$ cat config.mk
export PLATFORM = sky130hd
export DESIGN_NAME = delay_chain_sequencer
export DESIGN_NICKNAME = d
export VERILOG_FILES = /design/src/rtl/delay_seq_pkg.sv /design/src/rtl/delay_argmax.sv /design/src/rtl/delay_chain_sequencer.sv
export SDC_FILE = /design/constraint.sdc
export NUM_CORES = 1
export LEC_CHECK = 0
export ABC_AREA = 0
export BUFFER_PORTS_ARGS = -buffer_cell sky130_fd_sc_hd__buf_2
export CORE_UTILIZATION = 55
export DETAILED_ROUTE_END_ITERATION = 8
export GPL_ROUTABILITY_DRIVEN = 0
export PLACE_DENSITY = 0.81
export SLEW_MARGIN = 5
export SYNTH_ARGS = -nofsm -noshare
export SYNTH_HDL_FRONTEND = slang
export SYNTH_SLANG_ARGS = --single-unit
$ cat constraint.sdc
create_clock -name clk -period 4 [get_ports clk]
set_clock_uncertainty 0.05 [all_clocks]
set_input_delay 0.8 -clock clk [delete_from_list [all_inputs] [get_ports clk]]
set_output_delay 0.8 -clock clk [all_outputs]
set_load 0.05 [all_outputs]
$ cat src/rtl/delay_seq_pkg.sv
// Shared types and widths for the delay chain sequencer and its arg-max helper.
package delay_seq_pkg;
  localparam int NCH = 4;
  localparam int DW  = 16;
  localparam int CW  = DW + 1;
  localparam int IW  = 2;
  localparam int PCW = 8;

  typedef enum logic [1:0] {IDLE, SEARCH, RUN, DONE} state_t;
endpackage

$ cat src/rtl/delay_argmax.sv
// Sequential strict-greater arg-max over the latched channel delays, one channel per cycle.
module delay_argmax
  import delay_seq_pkg::*;
(
  input  logic                   clk,
  input  logic                   reset,
  input  logic                   go,
  input  logic [NCH-1:0][DW-1:0] delays,
  input  logic [NCH-1:0]         mask,
  output logic                   done,
  output logic [IW-1:0]          idx,
  output logic [DW-1:0]          val
);

  logic          active;
  logic [IW-1:0] step;
  logic [IW-1:0] sel;
  logic [DW-1:0] cand;

  always_comb begin
    sel  = go ? '0 : step;
    cand = mask[sel] ? delays[sel] : '0;
  end

  // go restarts the search from channel 0, so a stale search is simply discarded
  always_ff @(posedge clk) begin
    if (!reset) begin
      active <= 1'b0;
      step   <= '0;
      done   <= 1'b0;
      idx    <= '0;
      val    <= '0;
    end else begin
      done <= 1'b0;
      if (go) begin
        val    <= cand;
        idx    <= '0;
        step   <= IW'(1);
        active <= 1'b1;
      end else if (active) begin
        if (cand > val) begin
          val <= cand;
          idx <= step;
        end
        if (step == IW'(NCH - 1)) begin
          active <= 1'b0;
          done   <= 1'b1;
        end
        step <= step + IW'(1);
      end
    end
  end

endmodule

$ cat src/rtl/delay_chain_sequencer.sv
// Latches four channel delays, finds the longest enabled one, then fires a
// fixed-width pulse on each enabled channel as a shared counter reaches its delay.
module delay_chain_sequencer
  import delay_seq_pkg::*;
#(
  parameter int PULSE_W = 4
) (
  input  logic           clk,
  input  logic           reset,
  input  logic           start,
  input  logic           abort,
  input  logic [DW-1:0]  DATA0,
  input  logic [DW-1:0]  DATA1,
  input  logic [DW-1:0]  DATA2,
  input  logic [DW-1:0]  DATA3,
  input  logic [NCH-1:0] en_mask,
  output logic           busy,
  output logic           done,
  output logic [NCH-1:0] ch_out,
  output logic [IW-1:0]  max_idx,
  output logic [DW-1:0]  max_val
);

  state_t                 state;
  logic [NCH-1:0][DW-1:0] lat_d;
  logic [NCH-1:0]         lat_mask;
  logic                   go_q;
  logic [CW-1:0]          run_cnt;
  logic [CW-1:0]          run_next;
  logic [CW-1:0]          run_last;
  logic [NCH-1:0][PCW-1:0] pcnt;
  logic [NCH-1:0][PCW-1:0] pcnt_nxt;
  logic [NCH-1:0]         ch_nxt;
  logic [NCH-1:0]         fire;
  logic                   am_done;
  logic [IW-1:0]          am_idx;
  logic [DW-1:0]          am_val;

  delay_argmax u_argmax (
    .clk    (clk),
    .reset  (reset),
    .go     (go_q),
    .delays (lat_d),
    .mask   (lat_mask),
    .done   (am_done),
    .idx    (am_idx),
    .val    (am_val)
  );

  // Counter value for the next RUN cycle; entering RUN from SEARCH starts at 0
  always_comb begin
    run_next = (state == RUN) ? run_cnt + CW'(1) : '0;
    run_last = CW'(max_val) + CW'(PULSE_W - 1);
    fire     = '0;
    pcnt_nxt = '0;
    ch_nxt   = '0;
    for (int i = 0; i < NCH; i++) begin
      fire[i] = lat_mask[i] && (CW'(lat_d[i]) == run_next);
      if (fire[i]) begin
        pcnt_nxt[i] = PCW'(PULSE_W - 1);
        ch_nxt[i]   = 1'b1;
      end else if (pcnt[i] != '0) begin
        pcnt_nxt[i] = pcnt[i] - PCW'(1);
        ch_nxt[i]   = 1'b1;
      end
    end
  end

  // go_q masks the arg-max done flag from any search that an abort cut short
  always_ff @(posedge clk) begin
    if (!reset) begin
      state    <= IDLE;
      busy     <= 1'b0;
      done     <= 1'b0;
      ch_out   <= '0;
      max_idx  <= '0;
      max_val  <= '0;
      lat_d    <= '0;
      lat_mask <= '0;
      go_q     <= 1'b0;
      run_cnt  <= '0;
      pcnt     <= '0;
    end else begin
      go_q <= 1'b0;
      done <= 1'b0;
      if (abort && state != IDLE) begin
        state  <= IDLE;
        busy   <= 1'b0;
        ch_out <= '0;
        pcnt   <= '0;
      end else begin
        unique case (state)
          IDLE: begin
            if (start) begin
              lat_d    <= {DATA3, DATA2, DATA1, DATA0};
              lat_mask <= en_mask;
              busy     <= 1'b1;
              go_q     <= 1'b1;
              state    <= SEARCH;
            end
          end
          SEARCH: begin
            if (am_done && !go_q) begin
              max_idx <= am_idx;
              max_val <= am_val;
              run_cnt <= '0;
              if (lat_mask == '0) begin
                state <= DONE;
                done  <= 1'b1;
              end else begin
                state  <= RUN;
                ch_out <= ch_nxt;
                pcnt   <= pcnt_nxt;
              end
            end
          end
          RUN: begin
            if (run_cnt == run_last) begin
              state  <= DONE;
              done   <= 1'b1;
              ch_out <= '0;
              pcnt   <= '0;
            end else begin
              run_cnt <= run_next;
              ch_out  <= ch_nxt;
              pcnt    <= pcnt_nxt;
            end
          end
          DONE: begin
            state <= IDLE;
            busy  <= 1'b0;
          end
          default: state <= IDLE;
        endcase
      end
    end
  end

endmodule

==> reports/results.tsv, run 1 <==
stage	metric	value	unit
die	die_area	0.01916	mm^2
drt	first_pass_iters	8	
critical_path	rr_worst_depth	11	
min_path	worstHoldPathCells	2	
timing	setup_viol	0	
die	die_w	138.4	um
yosys	syn_nets	1452	
timing	rsz0062_at_grt	false	
global_routing	grt_usage	0.3038	
timing	min_period_over_period	0.9300	
drt	drt_iter0_drc	985	
cts	numCtsBuffers	17	
placement	place_ws	282.7	ps
yosys	ys_seq_area_frac	0.3247	
critical_path	rrSetupSlack	280	ps
die	num_rows	49	
global_routing	overflow	0	
yosys	synth_area_leaders	dfxtp_1, nand2_1, a21oi_1	
global_routing	antenna_found_initial	0	
final_layout	nets	1512	
global_routing	grt_pass1_vias	9244	
cts	cts_hold_buf	0	
critical_path	arrival	4040	ps
drt	drc_errors	4	
critical_path	crit_chain	inv_1 -> ha_1 -> nand2b_1 -> or3_1 -> a2111oi_0 -> nand2_1 -> nor4_2 -> nand3_1 -> and2_1 -> mux2_2 -> nor2_1	
final_layout	drive_gt1_frac	0.1406	
critical_path	end_kind	flip-flop	
placement	post_dp_cell_area	0.01092	mm^2
outcome	status	finished with violations	
final_layout	multi_input_area	0.006401	mm^2
drt	viasPerCell	6.100	
power	p_total	0.007365	W
cts	clock-sinks	166	
timing	finalHoldViolCount	0	
critical_path	start_kind	flip-flop	
drt	avgRoutedWirePerCell	17.55	um
critical_path	max_stage_delay	550	ps
drt	wl	28970	um
yosys	syn_inst	1349	
yosys	synth_async_sr_flop_share	0	
critical_path	cp_max_fo	13	
yosys	ys_top_cells_by_count	nand2_1, dfxtp_1, a21oi_1	
timing	fin_setup_tns	0	ps
min_path	holdPathEnd	max_idx[0]	
critical_path	crit_buf_inv	1	
cts	path_clk_slew	70	ps
outcome	violations	design-rule violations	
yosys	ys_ff_latch	166	
timing	min_period	3720	ps
yosys	synth_top_area_frac	0.3247	
final_layout	area_delta_synth_final	12.46	%
timing	finalMaxSlewViolations	0	
placement	io_buffer_count	95	
cts	clk_latency	440	ps
run	drv_cap	0	
critical_path	critPathKind	reg -> reg	
cts	cts_htree_levels	4	
critical_path	timing.rr.end	run_cnt[0]	
global_routing	grt_first_pass_wirelength	46740	um
drt	ant_nets	0	
cts	clockBufferDepth	2	
power	leakage	4.517	nW
timing	max_slew_margin	0.3171	
final_layout	n_fill_cell	1564	
min_path	worstHoldStart	max_idx[0]	
placement	post-dp-hpwl	21000	um
cts	cts_tree	built	
yosys	avgSynthCellArea	7.587	um^2
yosys	synth_top_area_cell	dfxtp_1	
yosys	yosys.cell_count.top_type	nand2_1	
final_layout	seq_area	0.003323	mm^2
final_layout	n_antenna_cell	0	
final_layout	design_area	0.01151	mm^2
timing	fmax	268.8	MHz
yosys	synth_area	0.01023	mm^2
die	core	0.01809	mm^2
power	ir_drop	0.4246	mV
yosys	synthFlopType	dfxtp_1	
critical_path	slowest_stage	a2111oi_0	
critical_path	required	4320	ps
critical_path	critPathTopFamily	simple AND/OR/NAND/NOR gates	
yosys	yosysWarnings	0	
yosys	synthDistinctLibCells	75	
min_path	hp-class	reg -> reg	
yosys	synth_edf_count	0	
critical_path	r2r-start	max_val[0]	
timing	fin_ws	279.9	ps
die	io_pins	96	
power	p_per_area	639.9	mW/mm^2
critical_path	critPathLaunch	max_val[0]	
cts	cts_root_buf	clkbuf_16	
die	initial_utilization	0.5659	
timing	worst_pin_slew	1024	ps
drt	routed-via-count	10071	
global_routing	grt_start_max_net_pins	56	
die	die_h	138.4	um
flip-flops by register name, summed over array words and instances (netlist names):
register,flops
run_cnt,17
go_q,1
done,1
u_argmax.val,16
ch_out,4
u_argmax.idx,2
state,2
max_val,16
lat_d,64
u_argmax.active,1
max_idx,2
lat_mask,4
pcnt,32
u_argmax.done,1
u_argmax.step,2
busy,1
repair_timing:
action,4_1_cts,5_1_grt
setup endpoints to repair,0,12
buffers inserted,0,0
endpoints found under the hold margin,0,0
gates resized for setup,0,3
cell type report:
type / count / area share
repair buffers: 129 / 0.06599
clock inverters: 13 / 0.01207
well taps: 229 / 0.02489
inverters: 42 / 0.01370
multi-input cells: 1053 / 0.5561
flip-flops and latches: 166 / 0.2887
clock buffers: 19 / 0.03848
tightest hold or removal path, stage by stage, from the launching register on:
cell	delay, ps
dfxtp_1	310
nand2_1	50
a21oi_1	50
metal layers:
layer  track usage  up-vias  wire [um]
li1              -     4850          -
met4        0.1916        0       1591
met1        0.3754     4670      12090
met3       0.05819      105       2092
met5             0        -          0
met2        0.4884      446      13190
kinds of logic (layout without fill, tap and decap cells):
logic type / count (synthesis) / in the layout / share of synthesized area
adder cells (fa/ha/maj): 31 / 31 / 0.03790
flip-flops: 166 / 166 / 0.3247
multiplexers: 50 / 50 / 0.04927
AO/OA/AOI/OAI: 310 / 310 / 0.1862
AND/OR/NAND/NOR: 594 / 594 / 0.2919
XOR/XNOR: 68 / 68 / 0.05819
buffers and inverters: 130 / 203 / 0.05183
per-stage QoR:
| step | hold slack (ps) | utilization | cells |
|---|---|---|---|
| floorplan | 381.3 | - | 1349 |
| global placement | 388.5 | 0.6035 | 1619 |
| detailed placement | 393.0 | 0.6035 | 1619 |
| CTS | 402.0 | 0.6357 | 1651 |
| global route | 437.5 | 0.6364 | 1651 |
| finish | 402.4 | 0.6364 | 1651 |
cells in the final DEF (no fill, tap or decap), types with 36 or more instances in the layout:
master,synthesis,routed
a211oi_1,36,36
nor2_1,54,53
dfxtp_1,166,166
nand3_1,39,39
inv_1,40,40
o21ai_0,40,40
mux2i_1,47,47
a21oi_1,144,144
nand2_1,298,296
xnor2_1,41,41
buf_2,10,95
how the worst max path moves through the flow:
stage	cells after the start	slack (ps)	endpoint
after CTS	15	230	u_argmax.val[8]
final	11	280	run_cnt[0]
after detailed placement	15	280	u_argmax.val[3]
after floorplan	19	50	u_argmax.val[10]
after global routing	17	50	u_argmax.val[6]
after global placement	11	400	run_cnt[0]
report_power, final:
part / switching, W / internal (W) / leakage (nW)
clock: 0.000750 / 0.000896 / 0.282
sequential: 0.000345 / 0.00195 / 1.35
combinational: 0.00218 / 0.00124 / 2.89
total: 0.00328 / 0.00409 / 4.52
No activity file was read; power rests on OpenSTA's default activity.
==> run 2, diff against run 1 <==
--- a/config.mk
+++ b/config.mk
@@ -7,9 +7,11 @@
 export LEC_CHECK = 0
 export ABC_AREA = 0
 export BUFFER_PORTS_ARGS = -buffer_cell sky130_fd_sc_hd__buf_2
+export CORE_MARGIN = 3
 export CORE_UTILIZATION = 55
 export DETAILED_ROUTE_END_ITERATION = 8
 export GPL_ROUTABILITY_DRIVEN = 0
+export GPL_TIMING_DRIVEN = 0
 export PLACE_DENSITY = 0.81
 export SLEW_MARGIN = 5
 export SYNTH_ARGS = -nofsm -noshare
==> reports/results.tsv, run 2 (synthesis gave the netlist of run 1 again) <==
stage	metric	value	unit	change
placement	post-dp-hpwl	23790	um	+13%
min_path	holdPathEnd	ch_out[3]		
critical_path	worst_path_most_repeated_cell	a21o_1		
drt	ant_nets	0		unchanged
critical_path	arrival	4200	ps	+160 ps
final_layout	regMostFlops	lat_d		
critical_path	end_kind	flip-flop		
drt	viasPerCell	6.227		+2.1%
min_path	hp-class	reg -> reg		
timing	min_period	3897	ps	+177.3 ps
cts	path_clk_slew	70	ps	about the same
timing	fin_setup_tns	0	ps	unchanged
final_layout	drive_gt1_frac	0.1363		-0.004376
timing	finalHoldViolCount	0		unchanged
drt	routed-via-count	10610		+5.4%
power	ir_drop	0.5179	mV	+22%
critical_path	slowest_stage	dfxtp_1		
final_layout	final_common_cell	nand2_1		
global_routing	overflow	0		unchanged
timing	fmax	256.6	MHz	-4.5%
global_routing	grt_first_pass_wirelength	50360	um	+7.7%
global_routing	grt_usage	0.3109		+0.007118
power	power_frac_seq	0.305		-0.007
power	combPwrFrac	0.479		+0.014
power	p_sw_frac	0.4495		+0.004627
die	core	0.01815	mm^2	+0.34%
critical_path	crit_buf_inv	4		+3
timing	worst_pin_slew	1133	ps	+109.2 ps
die	initial_utilization	0.5640		-0.001912
placement	io_buffer_count	94		-1.1%
power	p_per_area	644.3	mW/mm^2	+0.68%
timing	max_slew_margin	0.2227		-0.09443
critical_path	cp_max_fo	10		-3
critical_path	required	4300	ps	-20 ps
outcome	status	finished clean		
die	num_rows	49		unchanged
drt	wl	31980	um	+10%
critical_path	start_kind	flip-flop		
timing	setup_viol	0		unchanged
final_layout	largest_reg_flops	64		unchanged
cts	clock-sinks	166		unchanged
final_layout	final_cell_mix	nand2_1, dfxtp_1, a21oi_1		
critical_path	max_stage_delay	370	ps	-180 ps
critical_path	rr_worst_depth	19		+8
die	io_pins	96		unchanged
global_routing	grt_pass1_vias	9763		+5.6%
drt	first_pass_iters	6		-2
critical_path	r2r-start	u_argmax.step[0]		
min_path	worstHoldStart	ch_out[3]		
final_layout	area_delta_synth_final	14.45	%	
power	p_total	0.007547	W	+2.5%
critical_path	rrSetupSlack	100	ps	-180 ps
cts	cts_root_buf	clkbuf_16		
timing	finalMaxSlewViolations	0		unchanged
placement	numPlacedInstances	1672		+3.3%
cts	cts_htree_levels	4		unchanged
cts	clockBufferDepth	2		unchanged
power	clockPowerShare	0.216		-0.007
run	drv_cap	0		unchanged
cts	clk_latency	430	ps	about the same
global_routing	grt_start_max_net_pins	17		-70%
final_layout	fin_util	0.6455		+0.009088
critical_path	crit_chain	buf_6 -> nand2b_1 -> buf_4 -> mux2i_1 -> nand2_1 -> o21ai_4 -> buf_8 -> a211oi_4 -> ha_4 -> a21o_1 -> a21o_1 -> a21o_1 -> a21o_1 -> a211o_1 -> o211ai_1 -> a21oi_2 -> nor2_4 -> buf_8 -> mux2i_1		
min_path	worstHoldPathCells	2		unchanged
critical_path	critPathKind	reg -> reg		
cts	cts_tree	built		
final_layout	top_regs	lat_d: 64 flops, pcnt: 32 flops, run_cnt: 17 flops		
die	die_area	0.02028	mm^2	+5.9%
drt	drt_iter0_drc	1254		+27%
die	die_w	142.4	um	+2.9%
critical_path	timing.rr.end	u_argmax.val[15]		
drt	drc_errors	0		-4
power	switchingPower	0.003393	W	+3.5%
critical_path	critPathTopFamily	compound AO/OA/AOI/OAI gates		
final_layout	nets	1565		+3.5%
final_layout	finalNonFillerCells	1704		+3.2%
power	leakage	4.556	nW	+0.87%
placement	post_dp_cell_area	0.01100	mm^2	+0.79%
drt	avgRoutedWirePerCell	18.76	um	+6.9%
power	p_int	0.004154	W	+1.6%
final_layout	n_antenna_cell	0		unchanged
timing	min_period_over_period	0.9744		+0.04433
final_layout	design_area	0.01171	mm^2	+1.8%
cts	numCtsBuffers	17		unchanged
global_routing	antenna_found_initial	0		unchanged
die	die_h	142.4	um	+2.9%
-- run 2: changes by cell type in the layout (fill, tap and decap cells not counted), moves of 3 or more --
cell	delta
buf_4	-24
buf_1	+7
nor4_1	-3
buf_2	+8
clkbuf_2	+8
clkbuf_1	+51
-- run 2: worst register-to-register path: cells and delay by family (launching register included) --
family,cells,cell delay (ps)
AO/OA/AOI/OAI,9,1720
adder cells (fa/ha/maj),1,260
buffers and inverters,4,720
flip-flops,1,370
multiplexers,2,340
AND/OR/NAND/NOR,3,360
-- run 2: worst max-delay path by stage --
stage | slack, ps | from | end | depth (start not counted)
6_report | 100 | u_argmax.step[0] | u_argmax.val[15] | 19
5_1_grt | -30 | u_argmax.step[0] | u_argmax.val[14] | 19
4_1_cts | 30 | u_argmax.step[0] | u_argmax.val[14] | 19
3_5_place_dp | -960 | u_argmax.step[0] | u_argmax.val[14] | 19
3_3_place_gp | -830 | u_argmax.step[0] | u_argmax.val[14] | 19
2_1_floorplan | 50 | u_argmax.step[0] | u_argmax.val[10] | 19
-- run 2: layout make-up --
| type | instances | area [um^2] |
|---|---|---|
| Buffer | 86 | 407.9 |
| Inverter | 42 | 157.7 |
| Clock inverter | 12 | 120.1 |
| Tap cell | 229 | 286.5 |
| Timing Repair Buffer | 96 | 489.2 |
| Fill cell | 1534 | 6434 |
| Clock buffer | 20 | 456.7 |
| Multi-Input combinational cell | 1053 | 6469 |
| Sequential cell | 166 | 3327 |
-- run 2: through the flow --
| stage | worst slack, ps | hold WS (ps) |
|---|---|---|
| floorplan | 51.16 | 381.3 |
| global placement | -825.2 | 380.6 |
| detailed placement | -961.4 | 388.8 |
| CTS | 31.83 | 405.6 |
| global route | -30.43 | 431.0 |
| finish | 102.6 | 402.8 |
-- run 2: metal layers --
layer | up-vias | routed length, um | track usage
li1 | 4964 | - | -
met1 | 4869 | 12910 | 0.3983
met2 | 626 | 14030 | 0.4800
met3 | 151 | 2950 | 0.06586
met4 | 0 | 2082 | 0.1906
met5 | - | 0 | 0
-- run 2: power groups by stage --
stage / Sequential [W] / Combinational (W) / Clock, W
2_1_floorplan: 0.00228 / 0.00261 / 0
3_3_place_gp: 0.00230 / 0.00338 / 0
3_5_place_dp: 0.00231 / 0.00345 / 0
4_1_cts: 0.00228 / 0.00351 / 0.00163
5_1_grt: 0.00233 / 0.00401 / 0.00170
6_report: 0.00230 / 0.00362 / 0.00163
-- run 2: timing repair --
item / 4_1_cts / 5_1_grt
resized for setup: 14 / 23
pin swaps: 1 / 2
endpoints found under the setup margin: 24 / 59
hold buffers: 0 / 0
buffers inserted: 1 / 1
==> run 3, diff against run 2 <==
--- a/config.mk
+++ b/config.mk
@@ -8,11 +8,12 @@
 export ABC_AREA = 0
 export BUFFER_PORTS_ARGS = -buffer_cell sky130_fd_sc_hd__buf_2
 export CORE_MARGIN = 3
-export CORE_UTILIZATION = 55
+export CORE_UTILIZATION = 54
+export CTS_BUF_LIST = sky130_fd_sc_hd__clkbuf_16
 export DETAILED_ROUTE_END_ITERATION = 8
 export GPL_ROUTABILITY_DRIVEN = 0
 export GPL_TIMING_DRIVEN = 0
-export PLACE_DENSITY = 0.81
+export PLACE_DENSITY = 0.8
 export SLEW_MARGIN = 5
 export SYNTH_ARGS = -nofsm -noshare
 export SYNTH_HDL_FRONTEND = slang
==> reports/results.tsv, run 3 (synthesis gave the netlist of run 1 again) <==
stage	metric	value	unit	change
outcome	status	finished clean		
drt	viasPerCell	6.170		-0.91%
final_layout	regMostFlops	lat_d		
global_routing	antenna_found_initial	0		unchanged
global_routing	grt_start_max_net_pins	17		unchanged
timing	worst_pin_slew	1097	ps	-36.47 ps
cts	clk_latency	430	ps	about the same
global_routing	met3_usage	0.06556		-0.0003028
final_layout	area_delta_synth_final	13.92	%	
global_routing	grt_usage	0.3048		-0.006070
timing	fin_ws	91.99	ps	-10.61 ps
critical_path	end_kind	flip-flop		
power	p_per_area	639.6	mW/mm^2	-0.72%
drt	drt_iter0_drc	1304		+4.0%
drt	drc_errors	0		unchanged
critical_path	start_kind	flip-flop		
final_layout	seq_area	0.003324	mm^2	about the same
critical_path	crit_buf_inv	1		-3
critical_path	max_stage_delay	620	ps	+250 ps
drt	wl	31890	um	-0.27%
die	initial_utilization	0.5602		-0.003785
critical_path	arrival	4160	ps	-40 ps
final_layout	final_common_cell	nand2_1		
placement	place_ws	-882.3	ps	+79.09 ps
timing	max_slew_margin	0.2477		+0.02501
timing	min_period_over_period	0.9770		+0.002653
placement	io_buffer_count	94		unchanged
final_layout	top_regs	lat_d: 64 flops, pcnt: 32 flops, run_cnt: 17 flops		
timing	min_period	3908	ps	+10.61 ps
cts	clockBufferDepth	2		unchanged
critical_path	required	4250	ps	-50 ps
timing	rsz0062_at_grt	false		
cts	cts_hold_buf	0		unchanged
critical_path	cp_max_fo	10		unchanged
cts	path_clk_slew	70	ps	about the same
global_routing	top_usage_layer	met2		
final_layout	n_antenna_cell	0		unchanged
final_layout	n_fill_cell	1555		+1.4%
drt	first_pass_iters	6		unchanged
final_layout	largest_reg_flops	64		unchanged
global_routing	overflow	0		unchanged
power	leakage	4.541	nW	-0.33%
critical_path	crit_chain	buf_2 -> nand4_1 -> nor4_1 -> mux2i_2 -> xor2_1 -> or4_1 -> nor4_4 -> nor4_4 -> a31oi_1 -> a311oi_1		
timing	finalMaxSlewViolations	0		unchanged
global_routing	grt_first_pass_wirelength	49890	um	-0.92%
run	drv_cap	0		unchanged
critical_path	critPathTopFamily	simple AND/OR/NAND/NOR gates		
global_routing	grtUsageMet1	0.3896		-0.008715
min_path	hp-class	reg -> reg		
timing	fin_setup_tns	0	ps	unchanged
placement	post-dp-hpwl	23790	um	about the same
die	num_rows	49		unchanged
timing	setup_viol	0		unchanged
final_layout	drive_gt1_frac	0.1357		-0.0005860
cts	numCtsBuffers	17		unchanged
cts	cts_root_buf	clkbuf_16		
die	die_area	0.02064	mm^2	+1.8%
final_layout	fin_util	0.6382		-0.007277
critical_path	slowest_stage	or4_1		
cts	cts_htree_levels	4		unchanged
cts	cts_tree	built		
critical_path	critPathKind	reg -> reg		
final_layout	final_cell_mix	nand2_1, dfxtp_1, a21oi_1		
critical_path	worst_path_most_repeated_cell	nor4_4		
drt	routed-via-count	10507		-0.97%
die	die_w	143.7	um	+0.88%
critical_path	rrSetupSlack	90	ps	about the same
final_layout	finalNonFillerCells	1703		-0.059%
global_routing	grtUsageMet2	0.4728		-0.007197
die	core	0.01827	mm^2	+0.68%
timing	finalHoldViolCount	0		unchanged
global_routing	grt_pass1_vias	9778		+0.15%
drt	ant_nets	0		unchanged
die	die_h	143.7	um	+0.88%
die	io_pins	96		unchanged
timing	whs	401.8	ps	-1.020 ps
power	ir_drop	0.4378	mV	-15%
placement	numPlacedInstances	1672		unchanged
drt	avgRoutedWirePerCell	18.73	um	-0.21%
final_layout	nets	1564		-0.064%
final_layout	multi_input_area	0.006466	mm^2	about the same
timing	fmax	255.9	MHz	-0.27%
cts	clock-sinks	166		unchanged
==> run 3: cell types whose count changed in the layout (fill, tap and decap cells not counted), sizes merged <==
cell / delta
clkinv: +4
buf: -2
clkbuf: -2
clkinvlp: -2
inv: +2
bufinv: -1
==> run 3: layer usage <==
layer	up-vias	wire length [um]
met4	0	1958
li1	4959	-
met3	142	2826
met2	578	14080
met5	-	0
met1	4828	13020
==> run 3: final timing paths <==
| path | from | cells past startpoint | endpoint |
|---|---|---|---|
| min | ch_out[3] | 2 | ch_out[3] |
| max | run_cnt[0] | 10 | pcnt[4] |
| min reg2reg | ch_out[3] | 2 | ch_out[3] |
| max reg2reg | run_cnt[0] | 10 | pcnt[4] |
==> run 3: stage by stage <==
stage,power (W),area [um^2]
after floorplan,0.004887,10240
after global placement,0.005674,11000
after detailed placement,0.005753,11000
after CTS,0.007347,11610
after global routing,0.007914,11660
final,0.007458,11660
==> run 3: power by group <==
group | switching, W | internal (W) | total (W)
registers | 0.000346 | 0.00195 | 0.00230
logic | 0.00233 | 0.00129 | 0.00362
clock network | 0.000726 | 0.000810 | 0.00154
==> run 3: layout make-up <==
type	count	area share
Clock inverter	15	0.01052
Sequential cell	166	0.2851
Multi-Input combinational cell	1053	0.5546
Clock buffer	17	0.03648
Tap cell	229	0.02457
Inverter	42	0.01352
Buffer	86	0.03423
Timing Repair Buffer	95	0.04099
==> run 3: worst register-to-register path, stage by stage (launching register included) <==
cell,delay [ps]
dfxtp_1,380
buf_2,290
nand4_1,280
nor4_1,530
mux2i_2,610
xor2_1,220
or4_1,620
nor4_4,440
nor4_4,120
a31oi_1,200
a311oi_1,60
==> run 3: repair_timing <==
action                                  in CTS  in global routing
pin swaps                                    1                  0
buffers inserted                             1                  0
endpoints found under the setup margin      24                 55
gates resized for setup                     15                 19
